===== config.mk =====
export PLATFORM = sky130hd
export DESIGN_NAME = keypad_matrix_emulator
export DESIGN_NICKNAME = d
export VERILOG_FILES = /design/src/rtl/keypad_pkg.sv /design/src/rtl/keypad_contact_bounce.sv /design/src/rtl/keypad_matrix_emulator.sv
export SDC_FILE = /design/constraint.sdc
export NUM_CORES = 1
export LEC_CHECK = 0
export CORE_AREA = 10 10 92 94
export CTS_CLUSTER_SIZE = 12
export DETAILED_ROUTE_END_ITERATION = 8
export DIE_AREA = 0 0 102 104
export GPL_TIMING_DRIVEN = 1
export PLACE_DENSITY_LB_ADDON = 0.3
export SLEW_MARGIN = 25
export SYNTH_ARGS = -nofsm -noshare
export SYNTH_HDL_FRONTEND = slang
export SYNTH_HIERARCHICAL = 1
export SYNTH_SLANG_ARGS = --single-unit

===== constraint.sdc =====
create_clock -name clk -period 2.9 [get_ports clk]
set_clock_uncertainty 0.15 [all_clocks]
set_input_delay 0.58 -clock clk [delete_from_list [all_inputs] [get_ports clk]]
set_output_delay 0.58 -clock clk [all_outputs]
set_load 0.005 [all_outputs]

===== src/rtl/keypad_pkg.sv =====
// keypad_pkg: key map, FSM states and counter sizing shared by the keypad
// emulator and the keypad scanner so both ends agree on the matrix wiring.
package keypad_pkg;

    localparam int KEY_W    = 4;
    localparam int NUM_ROWS = 4;
    localparam int NUM_COLS = 4;

    typedef enum logic [2:0] {
        ST_IDLE,
        ST_BOUNCE_IN,
        ST_HOLD,
        ST_BOUNCE_OUT,
        ST_GAP
    } state_t;

    // Row r = key[3:2] is driven by strobe bit (3-r).
    function automatic logic [1:0] key_to_strobe_bit(input logic [KEY_W-1:0] key);
        return 2'(NUM_ROWS - 1) - key[3:2];
    endfunction

    // Column c = key[1:0] is reported on row_sense bit c.
    function automatic logic [NUM_COLS-1:0] key_to_row_onehot(input logic [KEY_W-1:0] key);
        return NUM_COLS'(1) << key[1:0];
    endfunction

    // Width able to count 0..n, never narrower than one bit.
    function automatic int cnt_w(input int n);
        return (n < 1) ? 1 : $clog2(n + 1);
    endfunction

endpackage


===== src/rtl/keypad_contact_bounce.sv =====
// keypad_contact_bounce: contact chatter generator; starts at init_level and
// inverts every BOUNCE_TOGGLE cycles for BOUNCE_LEN cycles after start.
module keypad_contact_bounce
    import keypad_pkg::*;
#(
    parameter int BOUNCE_LEN    = 8,
    parameter int BOUNCE_TOGGLE = 2
) (
    input  logic clk,
    input  logic rst,
    input  logic start,
    input  logic init_level,
    output logic contact_bounce,
    output logic bounce_done
);

    localparam int CW = cnt_w(BOUNCE_LEN);
    localparam int TW = cnt_w(BOUNCE_TOGGLE);

    logic          r_active;
    logic [CW-1:0] r_cnt;
    logic [TW-1:0] r_tog;
    logic          r_level;
    logic          w_flip;

    assign w_flip         = r_tog == TW'(BOUNCE_TOGGLE - 1);
    assign bounce_done    = r_active && (r_cnt == CW'(BOUNCE_LEN - 1));
    assign contact_bounce = r_level;

    always_ff @(posedge clk) begin
        if (rst) begin
            r_active <= 1'b0;
            r_cnt    <= '0;
            r_tog    <= '0;
            r_level  <= 1'b0;
        end else if (start) begin
            r_active <= 1'b1;
            r_cnt    <= '0;
            r_tog    <= '0;
            r_level  <= init_level;
        end else if (r_active) begin
            r_active <= !bounce_done;
            r_cnt    <= r_cnt + 1'b1;
            r_tog    <= w_flip ? '0 : r_tog + 1'b1;
            r_level  <= r_level ^ w_flip;
        end
    end

endmodule


===== src/rtl/keypad_matrix_emulator.sv =====
// keypad_matrix_emulator: passive 4x4 keypad model; plays press commands as
// bounce / hold / release bounce / gap and answers the scanner's column strobes.
module keypad_matrix_emulator
    import keypad_pkg::*;
#(
    parameter int HOLD_W        = 16,
    parameter int BOUNCE_LEN    = 8,
    parameter int BOUNCE_TOGGLE = 2,
    parameter int GAP_LEN       = 16
) (
    input  logic              clk,
    input  logic              rst,
    input  logic              cmd_valid,
    output logic              cmd_ready,
    input  logic [KEY_W-1:0]  cmd_key,
    input  logic [HOLD_W-1:0] cmd_hold,
    input  logic [3:0]        scan_strobe,
    output logic [3:0]        row_sense,
    output logic              busy,
    output logic              done,
    output logic [KEY_W-1:0]  cur_key
);

    localparam int  GW     = cnt_w(GAP_LEN);
    localparam bit  HAS_BN = BOUNCE_LEN > 0;

    state_t            r_state;
    logic [HOLD_W-1:0] r_hold;
    logic [GW-1:0]     r_gap;
    logic              r_busy;
    logic              r_done;
    logic [KEY_W-1:0]  r_key;

    logic w_accept;
    logic w_hold_last;
    logic w_gap_last;
    logic w_start_in;
    logic w_start_out;
    logic w_bounce;
    logic w_bounce_done;
    logic w_contact;

    assign cmd_ready   = (r_state == ST_IDLE) && !rst;
    assign w_accept    = cmd_valid && cmd_ready;
    assign w_hold_last = (r_state == ST_HOLD) && (r_hold == '0);
    assign w_gap_last  = r_gap == GW'(GAP_LEN > 0 ? GAP_LEN - 1 : 0);
    assign w_start_in  = w_accept && HAS_BN;
    assign w_start_out = w_hold_last && HAS_BN;

    keypad_contact_bounce #(
        .BOUNCE_LEN    (BOUNCE_LEN),
        .BOUNCE_TOGGLE (BOUNCE_TOGGLE)
    ) u_bounce (
        .clk            (clk),
        .rst            (rst),
        .start          (w_start_in || w_start_out),
        .init_level     (w_start_in),
        .contact_bounce (w_bounce),
        .bounce_done    (w_bounce_done)
    );

    always_comb begin
        w_contact = (r_state == ST_HOLD) ||
                    (((r_state == ST_BOUNCE_IN) || (r_state == ST_BOUNCE_OUT)) && w_bounce);
        row_sense = (w_contact && scan_strobe[key_to_strobe_bit(r_key)]) ?
                    key_to_row_onehot(r_key) : 4'b0000;
    end

    // done is raised on the last gap cycle and the FSM lingers one more cycle
    // in GAP so cmd_ready only returns after the pulse.
    always_ff @(posedge clk) begin
        if (rst) begin
            r_state <= ST_IDLE;
            r_hold  <= '0;
            r_gap   <= '0;
            r_busy  <= 1'b0;
            r_done  <= 1'b0;
            r_key   <= '0;
        end else begin
            r_done <= 1'b0;
            case (r_state)
                ST_IDLE: if (w_accept) begin
                    r_key   <= cmd_key;
                    r_hold  <= (cmd_hold == '0) ? '0 : cmd_hold - 1'b1;
                    r_busy  <= 1'b1;
                    r_state <= HAS_BN ? ST_BOUNCE_IN : ST_HOLD;
                end
                ST_BOUNCE_IN: if (w_bounce_done) r_state <= ST_HOLD;
                ST_HOLD: if (w_hold_last) begin
                    r_state <= HAS_BN ? ST_BOUNCE_OUT : ST_GAP;
                    r_gap   <= '0;
                end else begin
                    r_hold <= r_hold - 1'b1;
                end
                ST_BOUNCE_OUT: if (w_bounce_done) begin
                    r_state <= ST_GAP;
                    r_gap   <= '0;
                end
                ST_GAP: if (r_done) begin
                    r_state <= ST_IDLE;
                end else if (w_gap_last) begin
                    r_done <= 1'b1;
                    r_busy <= 1'b0;
                end else begin
                    r_gap <= r_gap + 1'b1;
                end
                default: r_state <= ST_IDLE;
            endcase
        end
    end

    assign busy    = r_busy;
    assign done    = r_done;
    assign cur_key = r_key;

endmodule


# Word-level counts from Yosys, hierarchy flattened
# Index checks and enable logic that the tools add are counted.
[classes] add_sub_neg=6 div=0 eq_ne=16 n_mul=0 shifts=1 bitwise=2 mux=28 magnitude_cmp=1 reduce_logical=25
[ops] op="$mux 16" n=3
[ops] op="$logic_not 16->1" n=2
[ops] op="$pmux 16 s2" n=1
[ops] op="$sub 16x1->16 const B" n=2
[ops] op="$mux 5" n=4
[ops] op="$mux 3" n=5
[ops] op="$pmux 3 s5" n=1
[ops] op="$pmux 5 s3" n=1
[ops] op="$ne 2x2->1 const B" n=6
[ops] op="$reduce_and 5->1" n=2
[ops] op="$mux 1" n=9
[ops] op="$eq 3x2->1 const B" n=2
[ops] op="$logic_and 1x1->1" n=6
[ops] op="$ne 2x1->1 const B" n=3
[ops] op="$reduce_bool 2->1" n=3
[ops] op="$add 5x1->5 const B" n=1
[ops] op="$eq 5x4->1 const B" n=1
[ops] op="$add 4x1->4 const B" n=1
[ops] op="$eq 4x3->1 const B" n=1
[ops] op="$mux 4" n=1
[ops] op="$reduce_and 4->1" n=1
[ops] op="$shl 1x2->4 const A" n=1
[ops] op="$eq 3x1->1 const B" n=1
[ops] op="$eq 3x3->1 const B" n=1
[ops] op="other kinds (17)" n=20
[word_totals] output_inout_bits=11 ff_bits=38 word_cells=89 mem_bits_ro=0 in_bits=27 mem_bits_rw=0 n_memories=0 latch_bits=0

# Longest topological paths before layout
# Gate-level depths: netlist (run 1).
[depth] ltp_word=6 depth_mapped=10 ltp_nobuf=8

# Hierarchy
# The synthesis (run 1) kept the hierarchy.
[by_module_without_submodules] mod="keypad_matrix_emulator" n_inst=1 area_each_um2=1948.1 cells_each=249 seq_area_each_um2=600.6
[by_module_without_submodules] mod="keypad_contact_bounce" n_inst=1 area_each_um2=341.6 cells_each=36 seq_area_each_um2=160.2

# Worst setup path before layout (run 1)
# OpenSTA, ideal clock, no wires.
[synth_timing] path_type="input to register" from="input cmd_hold[10]" to="register r_hold[15]" required_time_ns=2.628 path_buffers=0 path_slack_ns=0.337 arrival_time_ns=2.292 setup_time_ns=0.122 stages=6 cell_sequence="or4_4 -> or4_4 -> nor3_1 -> xnor2_1 -> nor2_1 -> a221o_1"
[synth_via] elab_chain_len=4 elab_cells_between_ends=5 cone_classes="add/sub (1); mux (3); reduce/logical (1)"
[synth_lines] item="start: declaration" line="keypad_matrix_emulator.sv:16" rtl="input logic [HOLD_W-1:0] cmd_hold,"
[synth_lines] item="$sub 16x1->16 / $logic_not 16->1 (equally long branches)" line="keypad_matrix_emulator.sv:84" rtl="r_hold <= (cmd_hold == '0) ? '0 : cmd_hold - 1'b1;"
[synth_lines] item="$mux 16 *" line="keypad_matrix_emulator.sv:84"
[synth_lines] item="$mux 16 *" line="keypad_matrix_emulator.sv:82" rtl="ST_IDLE: if (w_accept) begin"
[synth_lines] item="$pmux 16 s2 *" line="keypad_matrix_emulator.sv:81" rtl="case (r_state)"
[synth_lines] item="end signal: assignment" line="keypad_matrix_emulator.sv:84"
[synth_lines] item="end signal: assignment" line="keypad_matrix_emulator.sv:93" rtl="r_hold <= r_hold - 1'b1;"
[synth_lines] item="end: declaration" line="keypad_matrix_emulator.sv:28" rtl="logic [HOLD_W-1:0] r_hold;"
# Every way passes the cells marked *; elsewhere a longest branch is shown, timed or not. The select of a mux whose other input is x is not followed.
# A chain may end at the register's enable or synchronous reset.

# Final worst setup path (run 1)
[layout_timing] from="input scan_strobe[0]" to="output row_sense[2]"
[layout_via] elab_chain_len=4
[layout_lines] item="start: declaration" line="keypad_matrix_emulator.sv:17" rtl="input logic [3:0] scan_strobe,"
[layout_lines] item="$bmux 1 s2" line="keypad_matrix_emulator.sv:65" rtl="row_sense = (w_contact && scan_strobe[key_to_strobe_bit(r_key)]) ?"
[layout_lines] item="$mux 1 (not written as such)" line="keypad_matrix_emulator.sv:65"
[layout_lines] item="$logic_and 1x1->1" line="keypad_matrix_emulator.sv:65"
[layout_lines] item="$mux 4" line="keypad_matrix_emulator.sv:65"
[layout_lines] item="end: declaration" line="keypad_matrix_emulator.sv:18" rtl="output logic [3:0] row_sense,"
# Every way passes these cells. The select of a mux whose other input is x is not followed.

==> reports/metrics.cfg, run 1 <==
[pwr]
seqPwrFrac_pct=47.5
peakVddDrop_mv=0.179
combPwrFrac_pct=24.8
powerDensity_mw_per_mm2=418
switching_power_uw=373
pwr-share-clk_pct=27.7
swShare_pct=30.4
internal_power_uw=855
leakage_nw=1.07

[worst_setup_path]
worstPathArrival_ns=2.06
slowest_stage=mux4_2
r2r_end=r_hold[15]$_SDFFE_PP0P_
endpoint_kind=primary output
cp_top_family=buffers and inverters
setup.worst_path.start=scan_strobe[0]
critical_path_class=input pin to primary output
path_max_fanout=2
cp.required_ns=2.17
slowest_delay_ns=0.47
crit_chain=clkdlybuf4s50_1 > mux4_2 > nand3_1 > nor2_1 > clkdlybuf4s50_1
critPathBufInv=2
r2r_setup_slack_ns=0.68
reg2reg_from=r_state[2]$_SDFFE_PP0P_
cp-start-kind=input pin
rr_worst_depth=5
crit_top_cell=clkdlybuf4s50_1

[global_route]
grt_pass1_wl_um=9630
grt_pass1_vias=2109
grt_usage_pct=10.8
grt.overflow.total=0
grt_max_degree=26
antenna_found_initial=0

[sta]
rsz0062_at_grt=true
worstMarginPinSlew_ns=0.625
drv_slew=0
setup_ws_ns=0.111
maxSlewHeadroom_pct=58.0
max_freq_mhz=359
finalSetupViolCount=0
fin_worst_hold_slack_ns=0.303
fin_crit_ns=2.79
period_share_pct=96.2
hold_violations=0
setup-tns-final_ns=0

[layout]
fin_cells=417
syn_to_final_growth_pct=28.3
n_fill_cell=685
drive_gt1_share_pct=13.4
diodes=0
fin_util_pct=44.0
nNetsFinal=370

[placed_design]
port_buffers=37
place_inst=410
dp_worst_setup_slack_ns=-0.147
gp_congestion=0.893
place_hpwl_um=4390

[floorplanning]
die_w_um=102
io_pins=38
die_height_um=104
dieArea_mm2=0.0106
core_area_mm2=0.00668
rows=30
initial_core_util_pct=34.3

[routing]
drtIter0Drc=104
routed_wl_um=5770
first_pass_iters=4
wl_per_cell_um=13.8
drc=0
vias=2250
drtAntennaViolNets=0
routed_via_density=5.40

[cts]
clk_latency_ns=0.29
cts_sinks=38
cts_buffers=5
cts_buffer_depth=2
post-cts-setup-buffers=0
clk_pin_slew_ns=0.07
cts_hold_buf=0
cts_tree=yes
htree_levels=2
clock-root-buffer=clkbuf_8

[logic_synthesis]
synth_nets=318
yosysWarnings=6
synth_area_mm2=0.00229
synth_ff_type=dfxtp_1
ys_ff_latch=38
avgSynthCellArea_um2=8.03
synthDistinctLibCells=53
yosysSeqAreaShare_pct=33.2
synth_edf_count=0
async_flop_share_pct=0
syn_inst=285

[run_status]
status=complete, no violations

[min_path]
hp-class=flop to flop
hold_path_depth=2
hp-start=u_bounce/r_tog[1]$_SDFFE_PP0P_
whs_endpoint=u_bounce/r_tog[1]$_SDFFE_PP0P_

[run]
maxCapViolCount=0

-- worst max-delay path by stage --
stage,to,cells past startpoint
finish,row_sense[2],5
global route,cmd_ready,3
CTS,row_sense[0],6
detailed placement,r_hold[15]$_SDFFE_PP0P_,7
global placement,r_hold[15]$_SDFFE_PP0P_,7
floorplan,r_hold[15]$_SDFFE_PP0P_,6
-- routing by layer --
metal | wire [um] | GRT usage [%] | vias to the layer above
li1 | - | - | 1148
met2 | 2700 | 17.4 | 53
met5 | 0 | 0 | -
met4 | 102 | 4.44 | 0
met3 | 273 | 2.72 | 10
met1 | 2700 | 13.3 | 1039
-- worst min-delay path, delay by kind of cell (launching register included) --
| kind | cells | cell delay, ns |
|---|---|---|
| flip-flops | 1 | 0.32 |
| AND/OR/NAND/NOR | 2 | 0.09 |
-- synth_stat cells (2+ instances only) --
master	n	area, um^2
o221ai_1	3	26.3
nand4_1	3	18.8
o31a_1	2	17.5
nor2_1	34	128
o21ai_0	25	125
nand3_1	7	35.0
or3b_2	2	17.5
nor3b_1	2	15.0
or4_4	2	22.5
ha_1	6	75.1
o2bb2ai_1	4	35.0
and2_1	2	12.5
nor3_1	15	75.1
or4_2	2	17.5
clkbuf_1	5	18.8
a32o_1	4	40.0
dfxtp_1	38	761
nand3b_1	2	15.0
nor4_1	5	31.3
o31ai_1	3	22.5
xnor2_1	12	105
o22ai_1	3	18.8
or2_2	2	12.5
xor2_1	8	70.1
nor2b_1	3	18.8
a21oi_1	14	70.1
a31oi_1	3	18.8
inv_1	9	33.8
a22oi_1	3	22.5
nand2b_1	2	12.5
buf_6	2	22.5
nand2_1	25	93.8
o32ai_1	4	35.0
a21o_1	3	22.5
buf_2	6	30.0
and3_1	3	18.8
-- power groups by stage --
| stage | combinational, mW | clock (mW) | sequential (mW) |
|---|---|---|---|
| 2_1_floorplan | 0.194 | 0 | 0.584 |
| 3_3_place_gp | 0.300 | 0 | 0.594 |
| 3_5_place_dp | 0.303 | 0 | 0.595 |
| 4_1_cts | 0.305 | 0.356 | 0.583 |
| 5_1_grt | 0.343 | 0.378 | 0.589 |
| 6_report | 0.304 | 0.340 | 0.584 |
-- stage by stage --
stage	total power, mW	instance area, um^2
finish	1.23	2940
global route	1.31	2940
CTS	1.24	2930
detailed placement	0.898	2850
global placement	0.894	2850
floorplan	0.777	2290
-- timing repair --
item,4_1_cts,5_1_grt
endpoints found under the hold margin,0,0
endpoints found under the setup margin,2,5
resized for setup,1,2
-- flip-flops by register name, summed over array words and instances (netlist names) --
signal / count
u_bounce/r_active: 1
r_state: 3
u_bounce/contact_bounce: 1
r_hold: 16
busy: 1
cur_key: 4
u_bounce/r_cnt: 4
done: 1
u_bounce/r_tog: 2
r_gap: 5
-- cells by family (layout without fill, tap and decap cells) --
group	count (synthesis)	in the layout	synth area share (%)
fa+ha+maj	6	6	3.28
simple gates	118	118	26.8
flops	38	38	33.2
buf+inv	23	75	4.81
mux	2	2	1.42
xor+xnor	20	20	7.65
compound gates	78	78	22.8
-- cells in the final DEF (no fill, tap or decap), drive strengths merged, types with 5 or more instances in the layout --
| cell | n |
|---|---|
| nor3 | 16 |
| inv | 9 |
| nand2 | 26 |
| o21ai | 26 |
| ha | 6 |
| dfxtp | 38 |
| clkbuf | 5 |
| a21oi | 14 |
| xor2 | 8 |
| clkdlybuf4s50 | 37 |
| nor4 | 5 |
| xnor2 | 12 |
| or4 | 5 |
| nor2 | 34 |
| buf | 22 |
| nand3 | 7 |
-- layout make-up --
cell class	count	area [um^2]	share of cell area (%)
Clock buffer	5	68.8	2.34
Clock inverter	2	10.0	0.341
Inverter	9	33.8	1.15
Multi-Input combinational cell	224	1430	48.6
Sequential cell	38	762	25.9
Tap cell	80	100	3.41
Timing Repair Buffer	59	536	18.2
Note: power is estimated with default switching activity, not from simulation.
==> run 2: changes to the inputs <==
--- a/config.mk
+++ b/config.mk
@@ -6,6 +6,7 @@
 export NUM_CORES = 1
 export LEC_CHECK = 0
 export CORE_AREA = 10 10 92 94
+export CTS_CLUSTER_DIAMETER = 200
 export CTS_CLUSTER_SIZE = 12
 export DETAILED_ROUTE_END_ITERATION = 8
 export DIE_AREA = 0 0 102 104
==> results of run 2 <==
The final DEF is identical to that of run 1; final timing and power are the same.
==> run 3: changes to the inputs <==
--- a/config.mk
+++ b/config.mk
@@ -5,11 +5,11 @@
 export SDC_FILE = /design/constraint.sdc
 export NUM_CORES = 1
 export LEC_CHECK = 0
-export CORE_AREA = 10 10 92 94
-export CTS_CLUSTER_DIAMETER = 200
+export CORE_AREA = 10 10 79 81
+export CTS_CLUSTER_DIAMETER = 100
 export CTS_CLUSTER_SIZE = 12
 export DETAILED_ROUTE_END_ITERATION = 8
-export DIE_AREA = 0 0 102 104
+export DIE_AREA = 0 0 89 91
 export GPL_TIMING_DRIVEN = 1
 export PLACE_DENSITY_LB_ADDON = 0.3
 export SLEW_MARGIN = 25
==> constraint.sdc (replaced) <==
create_clock -name clk -period 2.72 [get_ports clk]
set_clock_uncertainty 0.15 [all_clocks]
set_input_delay 0.544 -clock clk [delete_from_list [all_inputs] [get_ports clk]]
set_output_delay 0.544 -clock clk [all_outputs]
set_load 0.005 [all_outputs]
==> run 3 against run 2 <==
Critical path type is now input pin to flop. Clock-buffer cell count is 1 higher. Combinational power is 12% higher. Critical endpoint is now r_hold[15]$_SDFFE_PP0P_. Largest cell class unchanged. Sequential share of layout area down 1.1 points. Routed wire length increased by 4.4%. Power is 27% higher.
==> reports/metrics.cfg, run 3 (synthesis gave the netlist of run 1 again) <==
[run_status]
status=complete, no violations

[cts]
clk_pin_slew_ns=0.07
clk_latency_ns=0.29
cts_sinks=38
cts_buffers=5
cts_tree=yes
cts_buffer_depth=2
clock-root-buffer=clkbuf_8
htree_levels=2

[worst_setup_path]
worstPathArrival_ns=2.67
cp-start-kind=input pin
slowest_stage=or4_4
path_max_fanout=3
r2r_end=r_hold[15]$_SDFFE_PP0P_
crit_chain=clkdlybuf4s50_1 > or4_4 > or4_4 > nor3_2 > xnor2_1 > nor2_1 > a221o_1
endpoint_kind=flop
reg2reg_from=r_hold[0]$_SDFFE_PP0P_
r2r_setup_slack_ns=0.40
critical_path_class=input pin to flop
rr_worst_depth=8
cp.required_ns=2.75
crit_top_cell=or4_4
slowest_delay_ns=0.56

[floorplanning]
die_w_um=89
dieArea_mm2=0.00810
die_height_um=91
initial_core_util_pct=49.1
rows=25
core_area_mm2=0.00466
io_pins=38

[global_route]
antenna_found_initial=0
grt_max_degree=26
grt_usage_pct=14.8
grt_pass1_vias=2219
grt_pass1_wl_um=9960
grt.overflow.total=0

[layout]
syn_to_final_growth_pct=33.8
reg_top3=r_hold (16), r_gap (5)
diodes=0
fin_cells=400
nNetsFinal=378
largest_reg_flops=16
most-common-layout-cells=dfxtp_1, nor2_1, clkdlybuf4s50_1, buf_4, nand2_1
top_register=r_hold
n_fill_cell=423
fin_util_pct=65.7
layout.cells.most_common=dfxtp_1
drive_gt1_share_pct=16.2

[min_path]
hold_path_depth=2
hp-class=flop to flop
hp-start=u_bounce/r_tog[1]$_SDFFE_PP0P_
whs_endpoint=u_bounce/r_tog[1]$_SDFFE_PP0P_

[sta]
rsz0062_at_grt=true
max_freq_mhz=379
fin_crit_ns=2.64
period_share_pct=97.0
worstMarginPinSlew_ns=0.641
maxSlewHeadroom_pct=57.0
drv_slew=0
hold_violations=0
finalSetupViolCount=0
setup-tns-final_ns=0

[placed_design]
place_inst=392
place_hpwl_um=4510
gp_congestion=0.888
port_buffers=37

[routing]
wl_per_cell_um=15.1
routed_via_density=5.87
drtAntennaViolNets=0
routed_wl_um=6030
drtIter0Drc=112
first_pass_iters=4
drc=0
vias=2349

[run]
maxCapViolCount=0

[pwr]
powerDensity_mw_per_mm2=508
leakage_nw=1.21
peakVddDrop_mv=0.240

==> run 3: cell count changes in the layout (fill, tap and decap cells not counted), sizes merged, moves of 2 or more <==
| cell | previous run | this run |
|---|---|---|
| dlygate4sd2 | 0 | 2 |
| bufinv | 0 | 2 |
| dlymetal6s2s | 0 | 5 |
| clkinv | 2 | 0 |
| buf | 22 | 30 |
| clkdlybuf4s50 | 37 | 30 |
==> run 3: cell type report <==
type                       count  area (um^2)  area share [%]
sequential                    38          761            24.8
clock buffer                   6         82.6            2.69
timing repair buffer          67          622            20.3
inverter                       9         33.8            1.10
multi-input combinational    224         1440            46.9
tap                           54         67.6            2.20
clock inverter                 2         60.1            1.96
==> run 3: worst max-delay path by stage <==
stage | cells past startpoint | end | startpoint
CTS | 5 | row_sense[3] | scan_strobe[0]
global route | 7 | r_hold[15]$_SDFFE_PP0P_ | cmd_hold[7]
detailed placement | 7 | r_hold[15]$_SDFFE_PP0P_ | cmd_hold[10]
finish | 7 | r_hold[15]$_SDFFE_PP0P_ | cmd_hold[7]
floorplan | 6 | r_hold[15]$_SDFFE_PP0P_ | cmd_hold[10]
global placement | 7 | r_hold[15]$_SDFFE_PP0P_ | cmd_hold[10]
==> run 3: power by group <==
part	internal [mW]	switching, mW	leakage [nW]	total [mW]
Clock	0.391	0.201	0.0714	0.592
Sequential	0.585	0.0376	0.309	0.622
Combinational	0.164	0.177	0.833	0.341
Total	1.14	0.415	1.21	1.56
==> run 3: metrics by stage <==
step                      power (mW)  worst slack [ns]  hold slack (ns)  instance area [um^2]
after floorplan                0.829             0.193            0.273                  2290
after global placement         0.961            -0.257            0.286                  2890
after detailed placement       0.967            -0.295            0.287                  2890
after CTS                       1.56           -0.0137            0.303                  3030
after global routing            1.64           -0.0215            0.317                  3060
final                           1.56            0.0824            0.305                  3060
==> run 3: per-layer routing <==
layer / part of all wire [%] / vias to the layer above / GRT usage (%)
met3: 5.9 / 9 / 3.84
met1: 42 / 1092 / 17.7
met4: 1.5 / 0 / 5.31
met2: 50 / 81 / 24.7
li1: - / 1167 / -
met5: 0 / - / 0
==> run 3: what timing repair did <==
action / in CTS / in global routing
setup buffers: 0 / 0
hold buffers: 0 / 0
pin swaps: 0 / 2
setup endpoints to repair: 3 / 13
gates resized for setup: 2 / 11
==> run 3: critical path, delay by kind of cell <==
family / cells / cell delay [ns]
AO/OA/AOI/OAI: 1 / 0.35
XOR/XNOR: 1 / 0.13
buffers and inverters: 1 / 0.41
AND/OR/NAND/NOR: 4 / 1.23
